<file path="src/rtl/comparator_pkg.sv">
// Shared definitions for the comparator and the logic that feeds it:
// op-code width and encodings, plus the fixed requester-id width.
package comparator_pkg;

    localparam int CMP_OP_W = 3;
    localparam int ID_W     = 2;   // up to four requesters

    typedef logic [CMP_OP_W-1:0] cmp_op_t;

    // All comparisons are unsigned; 110/111 are reserved and yield 0.
    localparam cmp_op_t CMP_EQ  = 3'b000;
    localparam cmp_op_t CMP_GE  = 3'b001;
    localparam cmp_op_t CMP_LE  = 3'b010;
    localparam cmp_op_t CMP_GT  = 3'b011;
    localparam cmp_op_t CMP_LT  = 3'b100;
    localparam cmp_op_t CMP_NE  = 3'b101;
    localparam cmp_op_t CMP_NOP = 3'b111;   // idle stage value, compares to 0

endpackage

</file>
<file path="src/rtl/comparator_arbiter_if.sv">
// Request/response bundle between the requesters, the consumer and the
// shared comparator arbiter. Packing: requester i at [i*WIDTH +: WIDTH].
interface comparator_arbiter_if
    import comparator_pkg::*;
#(
    parameter int N_REQ = 2,
    parameter int WIDTH = 32
);

    logic [N_REQ-1:0]          req_valid;
    logic [N_REQ-1:0]          req_ready;
    logic [N_REQ*WIDTH-1:0]    req_a;
    logic [N_REQ*WIDTH-1:0]    req_b;
    logic [N_REQ*CMP_OP_W-1:0] req_op;
    logic                      rsp_valid;
    logic [ID_W-1:0]           rsp_id;
    logic                      rsp_result;
    logic                      rsp_ready;

    // Requesters and response consumer
    modport master (
        output req_valid, req_a, req_b, req_op, rsp_ready,
        input  req_ready, rsp_valid, rsp_id, rsp_result
    );

    // Arbiter side
    modport slave (
        input  req_valid, req_a, req_b, req_op, rsp_ready,
        output req_ready, rsp_valid, rsp_id, rsp_result
    );

endinterface

</file>
<file path="src/rtl/comparator.sv">
// Unsigned WIDTH-bit comparator selected by a 3-bit op code.
module comparator
    import comparator_pkg::*;
#(
    parameter int WIDTH = 32
) (
    input  logic [WIDTH-1:0] a,
    input  logic [WIDTH-1:0] b,
    input  cmp_op_t          op,
    output logic             result
);

    // Evaluate the selected relation; reserved or unknown ops give 0.
    always_comb begin
        // NOTE: assign a default before the case so no path leaves result unassigned (no latch).
        result = 1'b0;
        case (op)
            CMP_EQ:  result = (a == b);
            CMP_GE:  result = (a >= b);
            CMP_LE:  result = (a <= b);
            CMP_GT:  result = (a >  b);
            CMP_LT:  result = (a <  b);
            CMP_NE:  result = (a != b);
            default: result = 1'b0;
        endcase
    end

endmodule

</file>
<file path="src/rtl/rr_arbiter.sv">
// Combinational round-robin pick: first set req bit searching cyclically
// from last+1. The pointer register lives in the caller.
module rr_arbiter
    import comparator_pkg::*;
#(
    parameter int N = 2
) (
    input  logic [N-1:0]    req,
    input  logic [ID_W-1:0] last,
    output logic [N-1:0]    grant_onehot,
    output logic [ID_W-1:0] grant_idx
);

    int   idx;
    logic found;

    // Walk the N positions after last, taking the first requester seen.
    always_comb begin
        grant_onehot = '0;
        grant_idx    = '0;
        found        = 1'b0;
        idx          = 0;
        for (int k = 1; k <= N; k++) begin
            idx = int'(last) + k;
            if (idx >= N) idx = idx - N;
            if (!found && req[idx]) begin
                found             = 1'b1;
                grant_onehot[idx] = 1'b1;
                grant_idx         = ID_W'(idx);
            end
        end
    end

endmodule

</file>
<file path="src/rtl/comparator_arbiter.sv">
// Shares one comparator among N_REQ requesters: round-robin grant, a
// registered operand stage, and a single backpressured response channel.
module comparator_arbiter
    import comparator_pkg::*;
#(
    parameter int N_REQ = 2,
    parameter int WIDTH = 32
) (
    input logic                 clock,
    input logic                 reset,
    comparator_arbiter_if.slave bus
);

    logic [ID_W-1:0]  last_grant;
    logic [WIDTH-1:0] stage_a;
    logic [WIDTH-1:0] stage_b;
    cmp_op_t          stage_op;
    logic             rsp_valid_q;
    logic [ID_W-1:0]  rsp_id_q;

    logic [N_REQ-1:0] grant_onehot;
    logic [ID_W-1:0]  grant_idx;
    logic             stall;
    logic             xfer;

    rr_arbiter #(.N(N_REQ)) u_rr (
        .req          (bus.req_valid),
        .last         (last_grant),
        .grant_onehot (grant_onehot),
        .grant_idx    (grant_idx)
    );

    // Accept only when the response slot can advance and not in reset.
    assign stall         = rsp_valid_q & ~bus.rsp_ready;
    assign bus.req_ready = grant_onehot & {N_REQ{~stall & ~reset}};
    assign xfer          = |bus.req_ready;

    // Latch the winner's operands and own the response; hold during stall.
    always_ff @(posedge clock) begin
        // NOTE: registered state uses non-blocking assignments so every flop samples pre-edge values.
        if (reset) begin
            last_grant  <= ID_W'(N_REQ - 1);
            stage_a     <= '0;
            stage_b     <= '0;
            stage_op    <= CMP_NOP;
            rsp_valid_q <= 1'b0;
            rsp_id_q    <= '0;
        end else if (xfer) begin
            stage_a     <= bus.req_a[grant_idx*WIDTH +: WIDTH];
            stage_b     <= bus.req_b[grant_idx*WIDTH +: WIDTH];
            stage_op    <= bus.req_op[grant_idx*CMP_OP_W +: CMP_OP_W];
            last_grant  <= grant_idx;
            rsp_valid_q <= 1'b1;
            rsp_id_q    <= grant_idx;
        end else if (bus.rsp_ready) begin
            rsp_valid_q <= 1'b0;
        end
    end

    comparator #(.WIDTH(WIDTH)) u_cmp (
        .a      (stage_a),
        .b      (stage_b),
        .op     (stage_op),
        .result (bus.rsp_result)
    );

    assign bus.rsp_valid = rsp_valid_q;
    assign bus.rsp_id    = rsp_id_q;

endmodule

</file>
<file path="src/flat_wrapper.sv">
// flat-port wrapper written by rule: the top's interface ports become plain ports
module comparator_arbiter_flat import comparator_pkg::*;
#(
    parameter int N_REQ = 2,
    parameter int WIDTH = 32
)
  (clock, reset, bus_req_valid, bus_req_a, bus_req_b, bus_req_op, bus_rsp_ready, bus_req_ready, bus_rsp_valid, bus_rsp_id, bus_rsp_result);
  comparator_arbiter_if #(.N_REQ(N_REQ), .WIDTH(WIDTH)) bus_i ();
  input logic clock;
  input logic reset;
  input wire logic [$bits(bus_i.req_valid)-1:0] bus_req_valid;
  input wire logic [$bits(bus_i.req_a)-1:0] bus_req_a;
  input wire logic [$bits(bus_i.req_b)-1:0] bus_req_b;
  input wire logic [$bits(bus_i.req_op)-1:0] bus_req_op;
  input wire logic [$bits(bus_i.rsp_ready)-1:0] bus_rsp_ready;
  output wire logic [$bits(bus_i.req_ready)-1:0] bus_req_ready;
  output wire logic [$bits(bus_i.rsp_valid)-1:0] bus_rsp_valid;
  output wire logic [$bits(bus_i.rsp_id)-1:0] bus_rsp_id;
  output wire logic [$bits(bus_i.rsp_result)-1:0] bus_rsp_result;
  assign bus_i.req_valid = bus_req_valid;
  assign bus_i.req_a = bus_req_a;
  assign bus_i.req_b = bus_req_b;
  assign bus_i.req_op = bus_req_op;
  assign bus_i.rsp_ready = bus_rsp_ready;
  assign bus_req_ready = bus_i.req_ready;
  assign bus_rsp_valid = bus_i.rsp_valid;
  assign bus_rsp_id = bus_i.rsp_id;
  assign bus_rsp_result = bus_i.rsp_result;
  comparator_arbiter #(.N_REQ(N_REQ), .WIDTH(WIDTH)) u_core (.clock(clock), .reset(reset), .bus(bus_i));
endmodule
</file>
<file path="config.mk">
export PLATFORM = sky130hd
export DESIGN_NAME = comparator_arbiter_flat
export DESIGN_NICKNAME = d
export VERILOG_FILES = /design/src/rtl/comparator_pkg.sv /design/src/rtl/comparator_arbiter_if.sv /design/src/rtl/comparator.sv /design/src/rtl/rr_arbiter.sv /design/src/rtl/comparator_arbiter.sv /design/src/flat_wrapper.sv
export SDC_FILE = /design/constraint.sdc
export NUM_CORES = 1
export LEC_CHECK = 0
export CAP_MARGIN = 40
export CORE_ASPECT_RATIO = 0.5
export CORE_MARGIN = 2
export CORE_UTILIZATION = 35
export CTS_CLUSTER_SIZE = 40
export DETAILED_ROUTE_END_ITERATION = 16
export MAX_ROUTING_LAYER = met4
export PLACE_DENSITY = 0.64
export SLEW_MARGIN = 20
export SYNTH_ARGS = -nofsm -noshare
export SYNTH_HDL_FRONTEND = slang
export SYNTH_SLANG_ARGS = --single-unit
</file>
<file path="constraint.sdc">
create_clock -name clock -period 2.7 [get_ports clock]
set_input_delay 0.675 -clock clock [delete_from_list [all_inputs] [get_ports clock]]
set_output_delay 0.675 -clock clock [all_outputs]
set_load 0.02 [all_outputs]
</file>
==> results of run 1 <==
## area by class of cell
cell class              count  share of cell area, %
multi-input cells         370                   42.3
repair buffers            172                   25.8
flip-flops and latches     71                   21.8
clock buffers               9                   3.42
well taps                 165                   3.13
inverters                  35                   1.99
clock inverters             7                   1.48
## placed cells by master (no fill, tap or decap), types with 7 or more instances in the layout
cell type,netlist,final
ha_1,32,19
dfxtp_2,0,14
inv_1,34,28
mux2i_1,69,69
buf_4,4,24
or3_1,62,62
ha_4,0,13
dfxtp_1,71,57
a21oi_1,77,74
nand2_1,72,72
clkdlybuf4s50_1,0,140
clkbuf_16,0,9
inv_2,1,7
nand4_1,9,9
## power groups by stage
stage          clock (mW)  combinational [mW]  sequential [mW]
6_report             1.28               0.943             1.19
4_1_cts              1.30               0.915             1.18
2_1_floorplan           0               0.495             1.19
3_5_place_dp            0               0.862             1.20
5_1_grt              1.34                1.04             1.20
3_3_place_gp            0               0.849             1.19
## kinds of logic after synthesis
| kind of cell | synth area share, % |
|---|---|
| and+or+nand+nor | 20.5 |
| AOI/OAI and AO/OA | 13.2 |
| buffers and inverters | 8.65 |
| DFF | 32.6 |
| muxes | 15.9 |
| adders and majority gates | 9.19 |
## repair_timing
action / in CTS / in global routing
setup buffers: 2 / 1
gates resized for setup: 37 / 20
setup endpoints to repair: 3 / 3
pin swaps: 20 / 8
## cell usage after synthesis (2+ instances only)
library cell  number
a211o_1            4
a21o_1             4
a21oi_1           77
a21oi_2            3
buf_2             10
buf_4              4
buf_6             10
clkbuf_1          14
dfxtp_1           71
ha_1              32
inv_1             34
mux2i_1           69
nand2_1           72
nand2b_1           2
nand3_1            3
nand4_1            9
nor2_1             4
nor2b_1            3
nor3_1             4
nor4_1             2
o21ai_0            2
o21ai_1            2
or3_1             62
or3_4              3
## per-layer routing
layer	global-route usage, %	up-vias	routed length, um
met2	28.0	81	5300
met1	21.3	1843	5360
met3	4.00	6	470
li1	-	2091	-
met4	3.94	0	38
met5	-	-	0
## critical path, stage by stage, from the launching register on
cell and delay, ns:
dfxtp_2 0.33, inv_2 0.04, ha_4 0.26, nand4_1 0.14, buf_4 0.18, nor4_4 0.25, buf_4 0.17, o2111ai_2 0.11
and3b_2 0.25, o21ai_2 0.05, mux2i_1 0.08, buf_4 0.17
## worst max path at each step
stage / from / endpoint / slack [ns]
2_1_floorplan: u_core.stage_b[30]$_SDFFE_PP0P_ / bus_rsp_result / 0.07
3_3_place_gp: u_core.stage_b[7]$_SDFFE_PP0P_ / bus_rsp_result / -0.51
3_5_place_dp: u_core.stage_b[5]$_SDFFE_PP0P_ / bus_rsp_result / -0.58
4_1_cts: u_core.stage_b[11]$_SDFFE_PP0P_ / bus_rsp_result / -0.30
5_1_grt: u_core.stage_b[11]$_SDFFE_PP0P_ / bus_rsp_result / -0.46
6_report: u_core.stage_b[11]$_SDFFE_PP0P_ / bus_rsp_result / -0.34
## state kept, by name (all words and copies together), names as in the netlist
signal,flops
u_core.bus.rsp_id,2
u_core.last_grant,1
u_core.stage_op,3
u_core.stage_b,32
u_core.stage_a,32
u_core.bus.rsp_valid,1
==> results.md, run 1 <==
* Outcome: complete, but fails checks
* Failing checks: negative setup slack
* Area of the multi-input gates at 2790 um^2
* HPWL after detailed placement at 7970 um
* Tightest Pin Transition at 0.770 ns
* Clock power share at 37.6%
* Num CTS Buffers at 9
* RSZ-0062 raised after global routing: true
* FF-to-FF path depth at 6
* Area added between synthesis and finish at 51.3%
* Fin crit share at 113%
* Setup TNS at -0.344 ns
* Gate power share at 27.6%
* Htree depth at 3
* Type of the most critical hold path: flip-flop to flip-flop
* FILL cells at 1,119
* R2R Path End: u_core.stage_b[28]$_SDFFE_PP0P_
* Cell area after layout at 6590 um^2
* Minimum clock period at 3.04 ns
* Initial Util at 36.4%
* Crit end category: output pin
* Core ar. at 12,000 um^2
* Std-Cell Rows at 28
* Post-synth EDFFs at 0
* Final net count at 830
* IO Port Bufs at 144
* Vias in the first global route at 3,926
* Synth Flop Type: dfxtp_1
* Routed vias/inst at 4.85
* Routability cong. at 0.772
* Asr flop ratio synth at 0%
* DRT Pass-1 Iters at 4
* Num ports at 145
* Hold Crit Start: u_core.stage_b[1]$_SDFFE_PP0P_
* Gr usage total at 17.0%
* Slew Viols, Final at 0
* Clock transition at the registers of the reported paths at 0.06 ns
* Ys Warns at 0
* Area of the die at 13,400 um^2
* Pwr Density at 518 nW/um^2
* Seq/Total Area, Yosys at 32.6%
* Critical Path RT at 2.03 ns
* R2r setup slk at 0.75 ns
* Largest net degree at the start of global routing at 72
* WP data arrival at 2.37 ns
* Area after DPL at 6010 um^2
* PnR worst setup slack at -0.344 ns
* Post-route insts no fill at 829
* Worst clock skew at 0.00518 ns
* Hold buffers post-CTS at 0
* Worst skew pair latency at 0.34 ns
* Yosys top cell by area: dfxtp_1
* Area contributors post-synth: dfxtp_1, mux2i_1, ha_1
* MaxCap Viol Count at 0
* Area share of the largest cell type after synthesis at 32.6%
* First-pass GRT wire length at 18,400 um
* CTS max path bufs at 2
* Vias at 4,021
* Initial antenna violation count at 0
* Max FO, Critical Path at 3
* Placed cells at 810
* Die width at 162 um
* Hold Path Sink: u_core.stage_b[1]$_SDFFE_PP0P_
* Remaining DRCs at 0
* Internal power at 2.48 mW
* Fin util at 55.0%
* Fraction of layout cells with a size suffix above 1 at 15.4%
* Peak VDD IR at 325 uV
* CTS Sinks at 71
* Die Y at 82.9 um
* Reg-to-reg startpoint: u_core.last_grant[0]$_SDFFE_PP1P_
* Setup Viol. Count Final at 1
* Critical Setup Path Class: flip-flop to output pin
* Netlist cell types at 38
* CTS Root Cell: clkbuf_16
* CTS tree: done
* Post-synthesis instance area at 4360 um^2
* Fmax at 329 MHz
* Routed length per instance at 13.5 um
* Dpl ws at -0.580 ns
* Iter 0 DRT Violations at 148
* Antenna diodes at 0
* P_sw at 0.935 mW
* Hold_ws at 0.451 ns
* Final Hold Viols at 0
* Startpoint class of the critical path: flip-flop
* Grt ovf at 0
* Leak at 2.49 nW
* Average size of a mapped cell at 8.47 um^2
* Tot Pwr at 3.41 mW
* Reg area at 1440 um^2
* Flop pwr share at 34.8%
* Post-route ant nets at 0
* Post-synthesis register bit count at 71
* Slew headroom at 48.6%
* Final wirelength at 11,200 um
* Hold path depth at 2
* Syn Inst Count at 514
* Switching fraction of total power at 27.4%
* Post-synth net total at 685
No activity file was read; power rests on OpenSTA's default activity.
==> run 2, diff against run 1 <==
Settings changed: SKIP_CTS_REPAIR_TIMING from default to 1.
==> run 2 against run 1 <==
  * The flow still finishes with violations (negative setup slack)
  * Hold slack better by 0.00080 ns
  * Design area down 0.95%
  * Sequential share of layout area up 0.094 points
  * Flip-flop and latch count unchanged
  * Non-clock buffer count down 2
  * Setup slack better by 0.021 ns
  * Global-route usage down 0.38 points
  * Core utilization down 0.52 points
  * Clock power about the same
  * Routed wire length down 0.51%
  * Clock skew down 0.00087 ns
  * Critical path type unchanged
  * Largest power group unchanged
==> results.md, run 2 (synthesis results as in run 1) <==
* Vias in the first global route at 3,853 (was 3,926)
* Worst skew pair latency at 0.34 ns (about the same)
* CTS tree: done (unchanged)
* Die width at 162 um (unchanged)
* Setup Viol. Count Final at 1 (unchanged)
* DRT Pass-1 Iters at 4 (unchanged)
* Gr usage total at 16.6% (was 17.0%)
* Largest net degree at the start of global routing at 72 (unchanged)
* Largest registers: u_core.stage_a (32), u_core.stage_b (32), u_core.stage_op (3) (unchanged)
* Vias at 3,975 (was 4,021)
* Grt ovf at 0 (unchanged)
* Post-route ant nets at 0 (unchanged)
* Core ar. at 12,000 um^2 (unchanged)
* Commonest non-fill, non-tap cell in the layout: clkdlybuf4s50_1 (unchanged)
* Placed cells at 810 (unchanged)
* Critical Path RT at 2.03 ns (about the same)
* Commonest non-fill, non-tap cells in the layout: clkdlybuf4s50_1, a21oi_1, nand2_1 (unchanged)
* Tightest Pin Transition at 0.789 ns (was 0.770 ns)
* PnR worst setup slack at -0.322 ns (was -0.344 ns)
* Htree depth at 3 (unchanged)
* HPWL after detailed placement at 7970 um (unchanged)
* Reg area at 1430 um^2 (was 1440 um^2)
* Cell area after layout at 6530 um^2 (was 6590 um^2)
* Max FO, Critical Path at 3 (unchanged)
* FILL cells at 1,110 (was 1,119)
* Fin crit share at 112% (was 113%)
* Num CTS Buffers at 9 (unchanged)
* RSZ-0062 raised after global routing: true (unchanged)
* Worst clock skew at 0.00431 ns (was 0.00518 ns)
* Std-Cell Rows at 28 (unchanged)
* Remaining DRCs at 0 (unchanged)
* Final Hold Viols at 0 (unchanged)
* Antenna diodes at 0 (unchanged)
* Iter 0 DRT Violations at 173 (was 148)
* Leak at 2.49 nW (about the same)
* Slew Viols, Final at 0 (unchanged)
* Minimum clock period at 3.02 ns (was 3.04 ns)
* Routed vias/inst at 4.81 (was 4.85)
* Area added between synthesis and finish at 49.8% (was 51.3%)
* WP data arrival at 2.35 ns (was 2.37 ns)
* Startpoint class of the critical path: flip-flop (unchanged)
* Peak VDD IR at 329 uV (was 325 uV)
* Area after DPL at 6010 um^2 (unchanged)
* Routed length per instance at 13.4 um (was 13.5 um)
* Critical Setup Path Class: flip-flop to output pin (unchanged)
* IO Port Bufs at 144 (unchanged)
* Die Y at 82.9 um (unchanged)
* Num ports at 145 (unchanged)
* Tot Pwr at 3.39 mW (was 3.41 mW)
* Crit end category: output pin (unchanged)
* Clock transition at the registers of the reported paths at 0.06 ns (about the same)
* Failing checks: negative setup slack (unchanged)
* Setup TNS at -0.322 ns (was -0.344 ns)
* Post-route insts no fill at 827 (was 829)
* Final net count at 828 (was 830)
* Fmax at 331 MHz (was 329 MHz)
* Outcome: complete, but fails checks (unchanged)
* Area of the die at 13,400 um^2 (unchanged)
* Slew headroom at 47.4% (was 48.6%)
* Pwr Density at 519 nW/um^2 (was 518 nW/um^2)
* First-pass GRT wire length at 17,900 um (was 18,400 um)
* Type of the most critical hold path: flip-flop to flip-flop (unchanged)
* Area of the multi-input gates at 2750 um^2 (was 2790 um^2)
* CTS Root Cell: clkbuf_16 (unchanged)
* CTS max path bufs at 2 (unchanged)
* MaxCap Viol Count at 0 (unchanged)
* Initial Util at 36.4% (unchanged)
* Routability cong. at 0.772 (unchanged)
* Final wirelength at 11,100 um (was 11,200 um)
* Initial antenna violation count at 0 (unchanged)
* Fraction of layout cells with a size suffix above 1 at 13.4% (was 15.4%)
* CTS Sinks at 71 (unchanged)
-- run 2: changes by cell type in the layout (fill, tap and decap cells not counted), sizes merged --
| cell | previous run | this run |
|---|---|---|
| dlymetal6s2s | 0 | 1 |
| dlygate4sd2 | 1 | 0 |
| buf | 31 | 28 |
| clkbuf | 9 | 10 |
-- run 2: report_power, final --
part | internal (mW) | leakage (nW) | switching, mW
clock | 0.810 | 0.152 | 0.470
combinational | 0.520 | 1.75 | 0.407
sequential | 1.13 | 0.585 | 0.0523
total | 2.46 | 2.49 | 0.929
-- run 2: area by class of cell --
| type | count | area share [%] |
|---|---|---|
| sequential | 71 | 21.9 |
| clock inverter | 7 | 1.50 |
| multi-input combinational | 370 | 42.1 |
| tap | 165 | 3.16 |
| inverter | 35 | 2.01 |
| clock buffer | 9 | 3.45 |
| timing repair buffer | 170 | 25.9 |
-- run 2: final timing paths --
path                                                         from                               to  slack (ns)  cells past startpoint
worst max-delay path              u_core.stage_b[14]$_SDFFE_PP0P_                   bus_rsp_result       -0.32                     11
worst min-delay path              u_core.stage_b[19]$_SDFFE_PP0P_  u_core.stage_b[19]$_SDFFE_PP0P_        0.45                      2
worst max register to register  u_core.last_grant[0]$_SDFFE_PP1P_  u_core.stage_b[28]$_SDFFE_PP0P_        0.75                      6
worst min register to register    u_core.stage_b[19]$_SDFFE_PP0P_  u_core.stage_b[19]$_SDFFE_PP0P_        0.45                      2
-- run 2: stage by stage --
step           hold slack, ns  util (%)  worst slack, ns
2_1_floorplan           0.432         -           0.0700
3_3_place_gp            0.440      50.2           -0.505
3_5_place_dp            0.445      50.2           -0.580
4_1_cts                 0.453      52.9            -1.02
5_1_grt                 0.470      54.5           -0.470
6_report                0.452      54.5           -0.322
-- run 2: critical path, cell delays in order (launching register included) --
cell and delay [ns]:
dfxtp_2 0.33, inv_2 0.04, ha_4 0.26, nand4_1 0.15, buf_4 0.19, nor4_4 0.23, buf_4 0.16, a21oi_2 0.05
and3b_2 0.25, o21ai_2 0.05, mux2i_1 0.13, buf_4 0.16
-- run 2: metal layers --
layer / global-route usage (%) / wire length, um / vias to the layer above
li1: - / - / 2085
met1: 21.1 / 5420 / 1815
met2: 27.2 / 5190 / 65
met3: 3.80 / 434 / 10
met4: 3.54 / 60 / 0
met5: - / 0 / -
==> run 3, diff against run 2 <==
Settings changed: CORE_MARGIN 2 to 4.
==> run 3 against run 2 <==
  * The flow still finishes with violations (negative setup slack)
  * First-iteration DRC count increased by 4.6%
  * Clock power is 13% lower
  * Die area rose by 7.4%
  * Critical path depth is 2 lower
  * Via count increased by 0.18%
  * Register-to-register slack improved by 0.11 ns
  * Global-route usage decreased by 1.2 points
  * Hold slack improved by 0.0011 ns
  * Clock skew up 0.0035 ns
  * Sequential share of layout area up 0.39 points
  * Setup slack better by 0.0089 ns
  * Combinational power decreased by 5.6%
  * Critical endpoint unchanged
  * Largest cell class unchanged
==> results.md, run 3 (synthesis results as in run 1) <==
* First-pass GRT wire length at 17,900 um (about the same)
* Reg area at 1430 um^2 (about the same)
* Routability cong. at 0.776 (was 0.772)
* Post-route ant nets at 0 (unchanged)
* Largest registers: u_core.stage_a (32), u_core.stage_b (32), u_core.stage_op (3) (unchanged)
* Area added between synthesis and finish at 46.8% (was 49.8%)
* PnR worst setup slack at -0.313 ns (was -0.322 ns)
* Fmax at 332 MHz (was 331 MHz)
* Die Y at 86.9 um (was 82.9 um)
* Minimum clock period at 3.01 ns (was 3.02 ns)
* Reg-to-reg startpoint: u_core.last_grant[0]$_SDFFE_PP1P_ (unchanged)
* CTS max path bufs at 2 (unchanged)
* Grt ovf at 0 (unchanged)
* Commonest non-fill, non-tap cell in the layout: clkdlybuf4s50_1 (unchanged)
* Hold Path Sink: u_core.stage_b[18]$_SDFFE_PP0P_ (was u_core.stage_b[19]$_SDFFE_PP0P_)
* Setup Viol. Count Final at 1 (unchanged)
* R2r setup slk at 0.86 ns (was 0.75 ns)
* RSZ-0062 raised after global routing: true (unchanged)
* Vias in the first global route at 3,877 (was 3,853)
* Remaining DRCs at 0 (unchanged)
* Critical Path RT at 2.03 ns (about the same)
* Tot Pwr at 3.17 mW (was 3.39 mW)
* Cell area after layout at 6390 um^2 (was 6530 um^2)
* Leak at 2.44 nW (was 2.49 nW)
* Routed length per instance at 13.4 um (about the same)
* CTS Sinks at 71 (unchanged)
* Std-Cell Rows at 28 (unchanged)
* Peak VDD IR at 303 uV (was 329 uV)
* HPWL after detailed placement at 8180 um (was 7970 um)
* WP data arrival at 2.34 ns (was 2.35 ns)
* Antenna diodes at 0 (unchanged)
* Area after DPL at 5980 um^2 (was 6010 um^2)
* Die width at 166 um (was 162 um)
* Final wirelength at 11,000 um (was 11,100 um)
* Slew headroom at 47.9% (was 47.4%)
* Initial antenna violation count at 0 (unchanged)
* Clock transition at the registers of the reported paths at 0.06 ns (about the same)
* Hold Crit Start: u_core.stage_b[18]$_SDFFE_PP0P_ (was u_core.stage_b[19]$_SDFFE_PP0P_)
* Iter 0 DRT Violations at 181 (was 173)
* Vias at 3,982 (was 3,975)
* Crit end category: output pin (unchanged)
* Fraction of layout cells with a size suffix above 1 at 11.1% (was 13.4%)
* Htree depth at 3 (unchanged)
* Num ports at 145 (unchanged)
* Fin crit share at 112% (about the same)
* Area of the multi-input gates at 2680 um^2 (was 2750 um^2)
* Worst clock skew at 0.00777 ns (was 0.00431 ns)
* Failing checks: negative setup slack (unchanged)
* R2R Path End: u_core.stage_a[10]$_SDFFE_PP0P_ (was u_core.stage_b[28]$_SDFFE_PP0P_)
* Pwr Density at 496 nW/um^2 (was 519 nW/um^2)
* Largest net degree at the start of global routing at 72 (unchanged)
* Area of the die at 14,400 um^2 (was 13,400 um^2)
* Gr usage total at 15.4% (was 16.6%)
* Hold_ws at 0.453 ns (was 0.452 ns)
* Type of the most critical hold path: flip-flop to flip-flop (unchanged)
* Slew Viols, Final at 0 (unchanged)
* DRT Pass-1 Iters at 4 (unchanged)
* Commonest non-fill, non-tap cells in the layout: clkdlybuf4s50_1, a21oi_1, nand2_1 (unchanged)
* Critical Setup Path Class: flip-flop to output pin (unchanged)
* Setup TNS at -0.313 ns (was -0.322 ns)
* Initial Util at 36.4% (unchanged)
* IO Port Bufs at 144 (unchanged)
* Final net count at 826 (was 828)
* CTS Root Cell: clkbuf_16 (unchanged)
* Max FO, Critical Path at 3 (unchanged)
* Routed vias/inst at 4.83 (was 4.81)
* Outcome: complete, but fails checks (unchanged)
* MaxCap Viol Count at 0 (unchanged)
* FILL cells at 1,145 (was 1,110)
* Num CTS Buffers at 9 (unchanged)
* Worst skew pair latency at 0.34 ns (about the same)
* Startpoint class of the critical path: flip-flop (unchanged)
* Tightest Pin Transition at 0.781 ns (was 0.789 ns)
* Final Hold Viols at 0 (unchanged)
* Hold path depth at 2 (unchanged)
* Core ar. at 12,000 um^2 (unchanged)
* CTS tree: done (unchanged)
* Fin util at 53.4% (was 54.5%)
* FF-to-FF path depth at 6 (unchanged)
-- run 3: cell count changes in the layout (fill, tap and decap cells not counted), sizes merged --
cell / previous run / this run
bufinv: 2 / 0
buf: 28 / 26
clkinv: 3 / 2
inv: 35 / 36
clkbuf: 10 / 11
clkinvlp: 2 / 3
-- run 3: through the flow --
stage	worst slack, ns	instances
final	-0.313	825
after floorplan	0.0700	514
after CTS	-0.924	824
after global placement	-0.512	808
after global routing	-0.461	825
after detailed placement	-0.535	808
-- run 3: worst max path at each step --
stage	start	to	slack (ns)	cells past startpoint
after floorplan	u_core.stage_b[30]$_SDFFE_PP0P_	bus_rsp_result	0.07	8
after global placement	u_core.stage_b[7]$_SDFFE_PP0P_	bus_rsp_result	-0.51	9
after detailed placement	u_core.stage_b[5]$_SDFFE_PP0P_	bus_rsp_result	-0.53	9
after CTS	u_core.stage_b[5]$_SDFFE_PP0P_	bus_rsp_result	-0.92	9
after global routing	u_core.stage_b[13]$_SDFFE_PP0P_	bus_rsp_result	-0.46	9
final	u_core.stage_b[7]$_SDFFE_PP0P_	bus_rsp_result	-0.31	9
-- run 3: final cells by class --
type	count	area share, %
Timing Repair Buffer	168	26.0
Inverter	35	2.05
Sequential cell	71	22.3
Multi-Input combinational cell	370	42.0
Tap cell	165	3.23
Clock inverter	6	0.704
Clock buffer	10	3.74
-- run 3: metal layers --
layer | track usage [%] | part of all wire (%)
met4 | 3.37 | 0.77
met5 | - | 0
met2 | 26.0 | 48
met3 | 4.17 | 3.9
met1 | 18.9 | 47
-- run 3: power breakdown --
group          total (mW)  leakage (nW)  switching (mW)  internal [mW]
Sequential           1.18         0.584          0.0482           1.13
Clock                1.12         0.131           0.473          0.649
Combinational       0.874          1.73           0.382          0.492
Total                3.17          2.44           0.903           2.27
-- run 3: critical path, stage by stage, from the launching register on --
cell,delay [ns]
dfxtp_1,0.32
inv_1,0.04
ha_1,0.31
a21oi_1,0.15
o21ai_1,0.08
a221o_1,0.34
o31ai_2,0.26
o311ai_1,0.17
mux2i_1,0.16
buf_4,0.16
==> edit, RTL diff (settings of run 1) <==
`WIDTH` is set to 32 in 4 places; all go to 40.
--- a/src/rtl/comparator_arbiter_if.sv
+++ b/src/rtl/comparator_arbiter_if.sv
@@ -6,3 +6,3 @@
     parameter int N_REQ = 2,
-    parameter int WIDTH = 32
+    parameter int WIDTH = 40
 );
--- a/src/rtl/comparator.sv
+++ b/src/rtl/comparator.sv
@@ -4,3 +4,3 @@
 #(
-    parameter int WIDTH = 32
+    parameter int WIDTH = 40
 ) (
--- a/src/rtl/comparator_arbiter.sv
+++ b/src/rtl/comparator_arbiter.sv
@@ -6,3 +6,3 @@
     parameter int N_REQ = 2,
-    parameter int WIDTH = 32
+    parameter int WIDTH = 40
 ) (
--- a/src/flat_wrapper.sv
+++ b/src/flat_wrapper.sv
@@ -4,3 +4,3 @@
     parameter int N_REQ = 2,
-    parameter int WIDTH = 32
+    parameter int WIDTH = 40
 )
Ports: changed (resized bus_req_a and bus_req_b); port bits go from 145 to 177. The function was not compared with the original's and may differ.
==> edit against run 1 <==
The flow still finishes with violations (negative setup slack); total power rose by 15%; sequential share of layout area grew 0.47 points; setup slack got worse by 0.13 ns; critical path type unchanged; routed wire length up 20%; cell area is 19% higher; sequential cell count rose by 16; critical path depth fell by 1; combinational power up 21%; cell count rose by 21%; via count grew 21%; synthesized area up 20%.
==> edit: results (changes against run 1) <==
gpl congestion: 0.748 (was 0.772)
met2 WL: 6.68 mm (was 5.30 mm)
met3 WL post-DR: 419 um (was 470 um)
clock network contribution to total cell area: 4.12% (was 4.90%)
Multi-In Gates: 450 (was 370)
Total GRT Usage: 17.2% (was 17.0%)
initial DRC count: 178 (was 148)
VDD IR max: 0.332 mV (was 0.325 mV)
Non-clk invs: 47 (was 35)
Via Count: 4850 (was 4021)
pre-CTS setup slack: -0.813 ns (was -0.580 ns)
non-clk buf share: 25.9% (was 25.8%)
top cells by count, synth: 94 x a21oi_1, 88 x nand2_1, 87 x dfxtp_1 (was 77 x a21oi_1, 72 x nand2_1, 71 x dfxtp_1)
largest registers: u_core.stage_a: 40 flops, u_core.stage_b: 40 flops, u_core.stage_op: 3 flops (was u_core.stage_a: 32 flops, u_core.stage_b: 32 flops, u_core.stage_op: 3 flops)
FF-to-FF End: u_core.stage_op[0] (was u_core.stage_b[28])
area delta synth->final: 50.3% (was 51.3%)
grt met1 use: 21.2% (was 21.3%)
final worst slack: -0.472 ns (was -0.344 ns)
Plain + repair buffers: 201 (was 172)
status: finished with violations (unchanged)
R2R cell count: 8 (was 6)
Clock Power: 0.00134 W (was 0.00128 W)
Static Leakage: 3.03 nW (was 2.49 nW)
Switch Pwr: 0.00106 W (was 0.000935 W)
FF/Latch Area: 1750 um2 (was 1440 um2)
DP HPWL: 9.91 mm (was 7.97 mm)
pwr dens: 499 nW/um2 (was 518 nW/um2)
Fill cells: 1364 (was 1119)
# setup viols final: 1 (unchanged)
crit path from: u_core.stage_b[13] (was u_core.stage_b[11])
HP Start: u_core.stage_b[27] (was u_core.stage_b[1])
multi-input logic portion of the cell area: 42.3% (about the same)
failing checks: negative setup slack (unchanged)
Worst Path Arrival: 2.50 ns (was 2.37 ns)
largest net degree at the start of global routing: 64 (was 72)
clkbuf count: 11 (was 9)
met2 Use GR: 29.1% (was 28.0%)
leading post-synthesis cells by cell area: dfxtp_1 33%, mux2i_1 16%, or3_1 9.7% (was dfxtp_1 33%, mux2i_1 16%, ha_1 9.2%)
sequential-to-total area share from yosys stat: 33.3% (was 32.6%)
CTS-repair resized insts: 39 (was 37)
layout sequential cell count: 87 (was 71)
## edit: changes by cell type after synthesis, moves of 8 or more
cell and delta:
or3_1 +19, a21oi_1 +17, mux2i_1 +17, dfxtp_1 +16
nand2_1 +16, inv_1 +12, buf_6 -9, clkbuf_1 +9
ha_1 +8
## edit: kinds of logic (layout without fill, tap and decap cells)
family                     count (synthesis)  count (layout)  synth area share [%]
buffers and inverters                     94             264                  7.82
AOI/OAI and AO/OA                        121             121                  12.9
muxes                                     87              87                  16.7
DFF                                       87              87                  33.3
adders and majority gates                 40              40                  9.56
and+or+nand+nor                          202             202                  19.8
## edit: stage by stage
stage | std cells | hold WS, ns | TNS, ns
after floorplan | 631 | 0.432 | 0
after global placement | 978 | 0.439 | -1.18
after detailed placement | 979 | 0.445 | -1.28
after CTS | 997 | 0.453 | -0.439
after global routing | 999 | 0.467 | -0.574
final | 999 | 0.450 | -0.472
